$ cat src/rtl/vvu_stream_core_if.sv
// Activation, weight and result streams of the vector unit.
// master drives the inputs and sinks results; slave is the core.
interface vvu_stream_core_if #(
   parameter int PE               = 4,
   parameter int SIMD             = 3,
   parameter int ACTIVATION_WIDTH = 8,
   parameter int WEIGHT_WIDTH     = 8,
   parameter int ACCU_WIDTH       = 20
);
   localparam int IN_W  = ((PE * SIMD * ACTIVATION_WIDTH + 7) / 8) * 8;
   localparam int WT_W  = ((PE * SIMD * WEIGHT_WIDTH + 7) / 8) * 8;
   localparam int OUT_W = ((PE * ACCU_WIDTH + 7) / 8) * 8;

   logic [IN_W-1:0]  s_axis_input_tdata;
   logic             s_axis_input_tvalid;
   logic             s_axis_input_tready;
   logic [WT_W-1:0]  s_axis_weights_tdata;
   logic             s_axis_weights_tvalid;
   logic             s_axis_weights_tready;
   logic [OUT_W-1:0] m_axis_output_tdata;
   logic             m_axis_output_tvalid;
   logic             m_axis_output_tready;
   logic             m_axis_output_tlast;

   modport master (
      output s_axis_input_tdata,
      output s_axis_input_tvalid,
      input  s_axis_input_tready,
      output s_axis_weights_tdata,
      output s_axis_weights_tvalid,
      input  s_axis_weights_tready,
      input  m_axis_output_tdata,
      input  m_axis_output_tvalid,
      output m_axis_output_tready,
      input  m_axis_output_tlast
   );

   modport slave (
      input  s_axis_input_tdata,
      input  s_axis_input_tvalid,
      output s_axis_input_tready,
      input  s_axis_weights_tdata,
      input  s_axis_weights_tvalid,
      output s_axis_weights_tready,
      output m_axis_output_tdata,
      output m_axis_output_tvalid,
      input  m_axis_output_tready,
      output m_axis_output_tlast
   );
endinterface

$ cat src/rtl/vvu_stream_core.sv
// Streaming vector unit: PE dot products of SIMD taps per beat,
// accumulated over SF beats, NF outputs per frame.
module vvu_stream_core #(
   parameter int PE                 = 4,
   parameter int SIMD               = 3,
   parameter int SF                 = 3,
   parameter int NF                 = 128,
   parameter int ACTIVATION_WIDTH   = 8,
   parameter int WEIGHT_WIDTH       = 8,
   parameter int ACCU_WIDTH         = 20,
   parameter int SIGNED_ACTIVATIONS = 0,
   parameter int INTERLEAVED        = 1
) (
   input logic              ap_clk,
   input logic              ap_rst,
   vvu_stream_core_if.slave bus
);
   localparam int AW    = ACTIVATION_WIDTH;
   localparam int WW    = WEIGHT_WIDTH;
   localparam int CW    = ACCU_WIDTH;
   localparam int OUT_W = ((PE * CW + 7) / 8) * 8;
   localparam int SF_W  = (SF > 1) ? $clog2(SF) : 1;
   localparam int NF_W  = (NF > 1) ? $clog2(NF) : 1;
   localparam logic [SF_W-1:0] SF_LAST = SF_W'(SF - 1);
   localparam logic [NF_W-1:0] NF_LAST = NF_W'(NF - 1);

   generate
      if (CW < AW + WW) begin : g_bad_accu
         $fatal(1, "ACCU_WIDTH too narrow for one product");
      end
      if (PE == 0 || SIMD == 0 || SF == 0 || NF == 0) begin : g_bad_dims
         $fatal(1, "PE, SIMD, SF and NF must be non-zero");
      end
   endgenerate

   logic [SF_W-1:0]  sf_cnt;
   logic [NF_W-1:0]  nf_cnt;
   logic [CW-1:0]    acc     [PE];
   logic [CW-1:0]    acc_nxt [PE];
   logic [OUT_W-1:0] res_data;
   logic [OUT_W-1:0] out_data;
   logic             out_vld;
   logic             out_last;
   logic             grp_end;
   logic             space;
   logic             fire;

   // The last beat of a group may only enter if the result slot frees up.
   assign grp_end = (sf_cnt == SF_LAST);
   assign space   = !ap_rst &&
                    (!grp_end || !out_vld || bus.m_axis_output_tready);
   assign fire    = bus.s_axis_input_tvalid &&
                    bus.s_axis_weights_tvalid && space;

   assign bus.s_axis_input_tready   = bus.s_axis_weights_tvalid && space;
   assign bus.s_axis_weights_tready = bus.s_axis_input_tvalid && space;
   assign bus.m_axis_output_tdata   = out_data;
   assign bus.m_axis_output_tvalid  = out_vld;
   assign bus.m_axis_output_tlast   = out_last;

   // Add every tap product of the current beat onto the running sums.
   always_comb begin
      logic [AW-1:0]        a;
      logic signed [AW:0]   a_ext;
      logic signed [WW-1:0] w;
      logic signed [AW+WW:0] prod;
      int                   idx;
      a        = '0;
      a_ext    = '0;
      w        = '0;
      prod     = '0;
      idx      = 0;
      res_data = '0;
      for (int k = 0; k < PE; k++) begin
         acc_nxt[k] = acc[k];
         for (int l = 0; l < SIMD; l++) begin
            idx   = (INTERLEAVED != 0) ? k + l * PE : k * SIMD + l;
            a     = bus.s_axis_input_tdata[idx*AW +: AW];
            a_ext = (SIGNED_ACTIVATIONS != 0) ? {a[AW-1], a} : {1'b0, a};
            w     = bus.s_axis_weights_tdata[(k*SIMD+l)*WW +: WW];
            prod  = a_ext * w;
            acc_nxt[k] = acc_nxt[k] + CW'(prod);
         end
         res_data[k*CW +: CW] = acc_nxt[k];
      end
   end

   // Beat position in the group and the partial sums it has built.
   always_ff @(posedge ap_clk or posedge ap_rst) begin
      if (ap_rst) begin
         sf_cnt <= '0;
         for (int k = 0; k < PE; k++) acc[k] <= '0;
      end else if (fire) begin
         if (grp_end) begin
            sf_cnt <= '0;
            for (int k = 0; k < PE; k++) acc[k] <= '0;
         end else begin
            sf_cnt <= sf_cnt + 1'b1;
            for (int k = 0; k < PE; k++) acc[k] <= acc_nxt[k];
         end
      end
   end

   // One-deep result slot; a drain and a load in one cycle keep it full.
   always_ff @(posedge ap_clk or posedge ap_rst) begin
      if (ap_rst) begin
         out_vld  <= 1'b0;
         out_last <= 1'b0;
         out_data <= '0;
         nf_cnt   <= '0;
      end else if (fire && grp_end) begin
         out_vld  <= 1'b1;
         out_data <= res_data;
         out_last <= (nf_cnt == NF_LAST);
         nf_cnt   <= (nf_cnt == NF_LAST) ? '0 : nf_cnt + 1'b1;
      end else if (bus.m_axis_output_tready) begin
         out_vld  <= 1'b0;
      end
   end
endmodule

$ cat src/flat_wrapper.sv
// flat-port wrapper written by rule: the top's interface ports become plain ports
module vvu_stream_core_flat 
#(
   parameter int PE                 = 4,
   parameter int SIMD               = 3,
   parameter int SF                 = 3,
   parameter int NF                 = 128,
   parameter int ACTIVATION_WIDTH   = 8,
   parameter int WEIGHT_WIDTH       = 8,
   parameter int ACCU_WIDTH         = 20,
   parameter int SIGNED_ACTIVATIONS = 0,
   parameter int INTERLEAVED        = 1
)
  (ap_clk, ap_rst, bus_s_axis_input_tdata, bus_s_axis_input_tvalid, bus_s_axis_input_tready, bus_s_axis_weights_tdata, bus_s_axis_weights_tvalid, bus_s_axis_weights_tready, bus_m_axis_output_tdata, bus_m_axis_output_tvalid, bus_m_axis_output_tready, bus_m_axis_output_tlast);
  vvu_stream_core_if #(.PE(PE), .SIMD(SIMD), .ACTIVATION_WIDTH(ACTIVATION_WIDTH), .WEIGHT_WIDTH(WEIGHT_WIDTH), .ACCU_WIDTH(ACCU_WIDTH)) bus_i ();
  input logic ap_clk;
  input logic ap_rst;
  input wire logic [$bits(bus_i.s_axis_input_tdata)-1:0] bus_s_axis_input_tdata;
  input wire logic [$bits(bus_i.s_axis_input_tvalid)-1:0] bus_s_axis_input_tvalid;
  output wire logic [$bits(bus_i.s_axis_input_tready)-1:0] bus_s_axis_input_tready;
  input wire logic [$bits(bus_i.s_axis_weights_tdata)-1:0] bus_s_axis_weights_tdata;
  input wire logic [$bits(bus_i.s_axis_weights_tvalid)-1:0] bus_s_axis_weights_tvalid;
  output wire logic [$bits(bus_i.s_axis_weights_tready)-1:0] bus_s_axis_weights_tready;
  output wire logic [$bits(bus_i.m_axis_output_tdata)-1:0] bus_m_axis_output_tdata;
  output wire logic [$bits(bus_i.m_axis_output_tvalid)-1:0] bus_m_axis_output_tvalid;
  input wire logic [$bits(bus_i.m_axis_output_tready)-1:0] bus_m_axis_output_tready;
  output wire logic [$bits(bus_i.m_axis_output_tlast)-1:0] bus_m_axis_output_tlast;
  assign bus_i.s_axis_input_tdata = bus_s_axis_input_tdata;
  assign bus_i.s_axis_input_tvalid = bus_s_axis_input_tvalid;
  assign bus_s_axis_input_tready = bus_i.s_axis_input_tready;
  assign bus_i.s_axis_weights_tdata = bus_s_axis_weights_tdata;
  assign bus_i.s_axis_weights_tvalid = bus_s_axis_weights_tvalid;
  assign bus_s_axis_weights_tready = bus_i.s_axis_weights_tready;
  assign bus_m_axis_output_tdata = bus_i.m_axis_output_tdata;
  assign bus_m_axis_output_tvalid = bus_i.m_axis_output_tvalid;
  assign bus_i.m_axis_output_tready = bus_m_axis_output_tready;
  assign bus_m_axis_output_tlast = bus_i.m_axis_output_tlast;
  vvu_stream_core #(.PE(PE), .SIMD(SIMD), .SF(SF), .NF(NF), .ACTIVATION_WIDTH(ACTIVATION_WIDTH), .WEIGHT_WIDTH(WEIGHT_WIDTH), .ACCU_WIDTH(ACCU_WIDTH), .SIGNED_ACTIVATIONS(SIGNED_ACTIVATIONS), .INTERLEAVED(INTERLEAVED)) u_core (.ap_clk(ap_clk), .ap_rst(ap_rst), .bus(bus_i));
endmodule
$ cat config.mk
export PLATFORM = sky130hd
export DESIGN_NAME = vvu_stream_core_flat
export DESIGN_NICKNAME = d
export VERILOG_FILES = /design/src/rtl/vvu_stream_core_if.sv /design/src/rtl/vvu_stream_core.sv /design/src/flat_wrapper.sv
export SDC_FILE = /design/constraint.sdc
export NUM_CORES = 2
export LEC_CHECK = 0
export BUFFER_PORTS_ARGS = -buffer_cell sky130_fd_sc_hd__buf_2
export CORE_MARGIN = 5
export CORE_UTILIZATION = 64
export DETAILED_ROUTE_END_ITERATION = 8
export PLACE_DENSITY = 0.95
export SLEW_MARGIN = 20
export SYNTH_ARGS = -nofsm -noshare
export SYNTH_HDL_FRONTEND = slang
export SYNTH_SLANG_ARGS = --single-unit
$ cat constraint.sdc
create_clock -name ap_clk -period 10.5 [get_ports ap_clk]
set_clock_uncertainty 0.15 [all_clocks]
set_input_delay 2.1 -clock ap_clk [delete_from_list [all_inputs] [get_ports ap_clk]]
set_output_delay 2.1 -clock ap_clk [all_outputs]
set_load 0.02 [all_outputs]
==> run_results.csv <==
group,metric,value,unit
critical_path,cp_max_fo,8,
cts,cts_buffers,17,
global_route,grt.met1_usage,36.97,%
routing,drc,0,
cts,cts_sinks,171,
die,initial_core_util,64.19,%
timing,fin_crit_sh,86.63,%
timing,final_max_slew_viol_count,0,
synth,synth_seq_cells,171,
global_route,grt_busiest_layer,"met2",
final_layout,final_cell_mix,"inv_1, ha_1, fa_1",
synth,synth_flop_cell,"dfrtp_1",
placed_design,numPortBuffers,280,
routing,viasPerCell,5.699,
timing,fin_crit,9.096,ns
synth,ys_types,71,
synth,synth-warning-count,0,
global_route,use_met3,4.136,%
job,maxCapViolCount,0,
critical_path,arrival,9.28,ns
final_layout,areaGrowthSynthToFinish,7.429,%
critical_path,critPathLaunch,"bus_s_axis_input_tdata[28]",
die,die_h,258.1,um
final_layout,multi_input_area,31350,um^2
final_layout,final_nets,6045,
cts,cts_resized,0,
die,io_pins,281,
timing,hold_viol,0,
routing,firstDrtPassIters,8,
run_status,status,"finished, final reports clean",
timing,fmax,109.9,MHz
cts,cts_hold_buf,0,
cts,htreeDepth,4,
routing,wire_per_inst,17.60,um
synth,yosysSeqAreaShare,10.86,%
timing,max_slew_margin,26.67,%
critical_path,cp_slowest_cell,"fa_1",
critical_path,worst-path-buf-inv,5,
cts,ctsRootBufferMaster,"clkbuf_16",
cts,clock_path_buffers,2,
routing,antenna_left,0,
placed_design,gp_congestion,0.9322,
timing,setup-violations-final,0,
global_route,grt_usage,29.38,%
synth,synth_top_area_share,29.88,%
final_layout,layout_commonest_cell,"inv_1",
global_route,gr-usage-met2,50.89,%
min_path,min_from,"u_core.nf_cnt[6]$_DFFE_PP0P_",
final_layout,drive_gt1_share,7.849,%
timing,worst-slew-pin-transition,1.100,ns
cts,worstSkewPairLatency,0.45,ns
die,die_area,66610,um^2
synth,syn-cell-area,39390,um^2
global_route,grt_overflow,0,
critical_path,crit_required,10.68,ns
synth,syn_area_per_cell,8.963,um^2
synth,synth_edf_count,0,
die,coreArea,61370,um^2
placed_design,dp.final_hpwl,80920,um
synth,async_reset_ff_share,100.0,%
critical_path,crit_top_cell,"fa_1",
critical_path,critPathLaunchType,"input port",
critical_path,path_delay_family,"adder cells",
min_path,hp-class,"reg2reg",
cts,cts_tree,"done",
critical_path,critPathMaxStageDelay,0.56,ns
synth,synth_area_leaders,"fa_1, ha_1, dfrtp_1, inv_1, and2_1",
die,rows,91,
timing,rsz0062_at_grt,"no",
critical_path,endpoint_kind,"flop",
synth,syn_inst,4395,
global_route,grt_pass1_vias,33937,
die,fp.dieW,258.1,um
global_route,grt_max_degree,104,
synth,syn-num-nets,5777,
routing,drt_wl_total,96220,um
final_layout,register_area,4279,um^2
routing,drt-initial-drc-count,2072,
critical_path,critPathKind,"in2reg",
global_route,antenna_found_initial,3,
global_route,grt_pass1_wl,161600,um
timing,fin_tns_setup,0,ns
critical_path,r2r_start,"u_core.acc[21]$_DFFE_PP0P_",
synth,synth_top_area_cell,"fa_1",
routing,route.vias.total,31154,
cts,cts_setup_buffers,0,
final_layout,fillers,4285,
cts,clk_pin_slew,0.07,ns
cell families (layout without fill, tap and decap cells):
kind of cell	after synthesis	after routing	share of synthesized area [%]
flip-flops	171	171	10.86
AO/OA/AOI/OAI	490	490	8.563
adder cells (fa/ha/maj)	1185	1185	48.85
AND/OR/NAND/NOR	1313	1313	17.00
XOR/XNOR	209	209	4.647
multiplexers	15	15	0.4320
buffers and inverters	1012	1293	9.653
other	0	1	0
synth_stat cells, drive strengths merged (59+ instances only):
cell / count
a21oi: 145
a22o: 66
and2: 509
dfrtp: 171
fa: 588
ha: 597
inv: 971
nand2: 410
nor2: 180
o21ai: 87
xnor2: 150
xor2: 59
layout make-up:
| class | count | area share, % |
|---|---|---|
| Multi-Input combinational cell | 3212 | 74.07 |
| Sequential cell | 171 | 10.11 |
| Inverter | 975 | 8.666 |
| Timing Repair Buffer | 286 | 3.418 |
| Tap cell | 790 | 2.336 |
| Clock buffer | 19 | 1.070 |
| Clock inverter | 13 | 0.3193 |
| Antenna cell | 1 | 0.005913 |
worst paths after layout:
kind	end	slack, ns	cells past startpoint
max	u_core.bus.m_axis_output_tdata[77]$_DFFE_PP0P_	1.40	30
min	u_core.nf_cnt[6]$_DFFE_PP0P_	0.32	1
max reg2reg	u_core.acc[35]$_DFFE_PP0P_	6.59	11
min reg2reg	u_core.nf_cnt[6]$_DFFE_PP0P_	0.32	1
max in group asynchronous	u_core.acc[19]$_DFFE_PP0P_	7.14	3
min in group asynchronous	u_core.acc[41]$_DFFE_PP0P_	1.65	2
stage by stage:
stage	std cells	instance area, um^2	util (%)	hold slack [ns]	setup slack (ns)
final	5467	42320	68.96	0.3178	1.404
after global routing	5466	42320	68.95	0.3333	1.046
after CTS	5466	42320	68.95	0.3211	1.485
after detailed placement	5434	41730	67.99	0.3063	1.025
after global placement	5434	41730	67.99	0.3021	1.149
after floorplan	4395	39390	-	0.2923	1.628
sequential cells by signal, summed over array words and instances (netlist names):
register	count
u_core.bus.m_axis_output_tdata	80
u_core.sf_cnt	2
u_core.bus.m_axis_output_tvalid	1
u_core.bus.m_axis_output_tlast	1
u_core.acc	80
u_core.nf_cnt	7
routing by layer:
layer / share of wire [%] / vias to the layer above
li1: - / 14284
met2: 50 / 1139
met4: 4.6 / 4
met5: 0.028 / -
met1: 40 / 15412
met3: 6.2 / 315
Power is not shown: default switching activity piles up to over one toggle a cycle in this logic, so the estimate is an artifact.
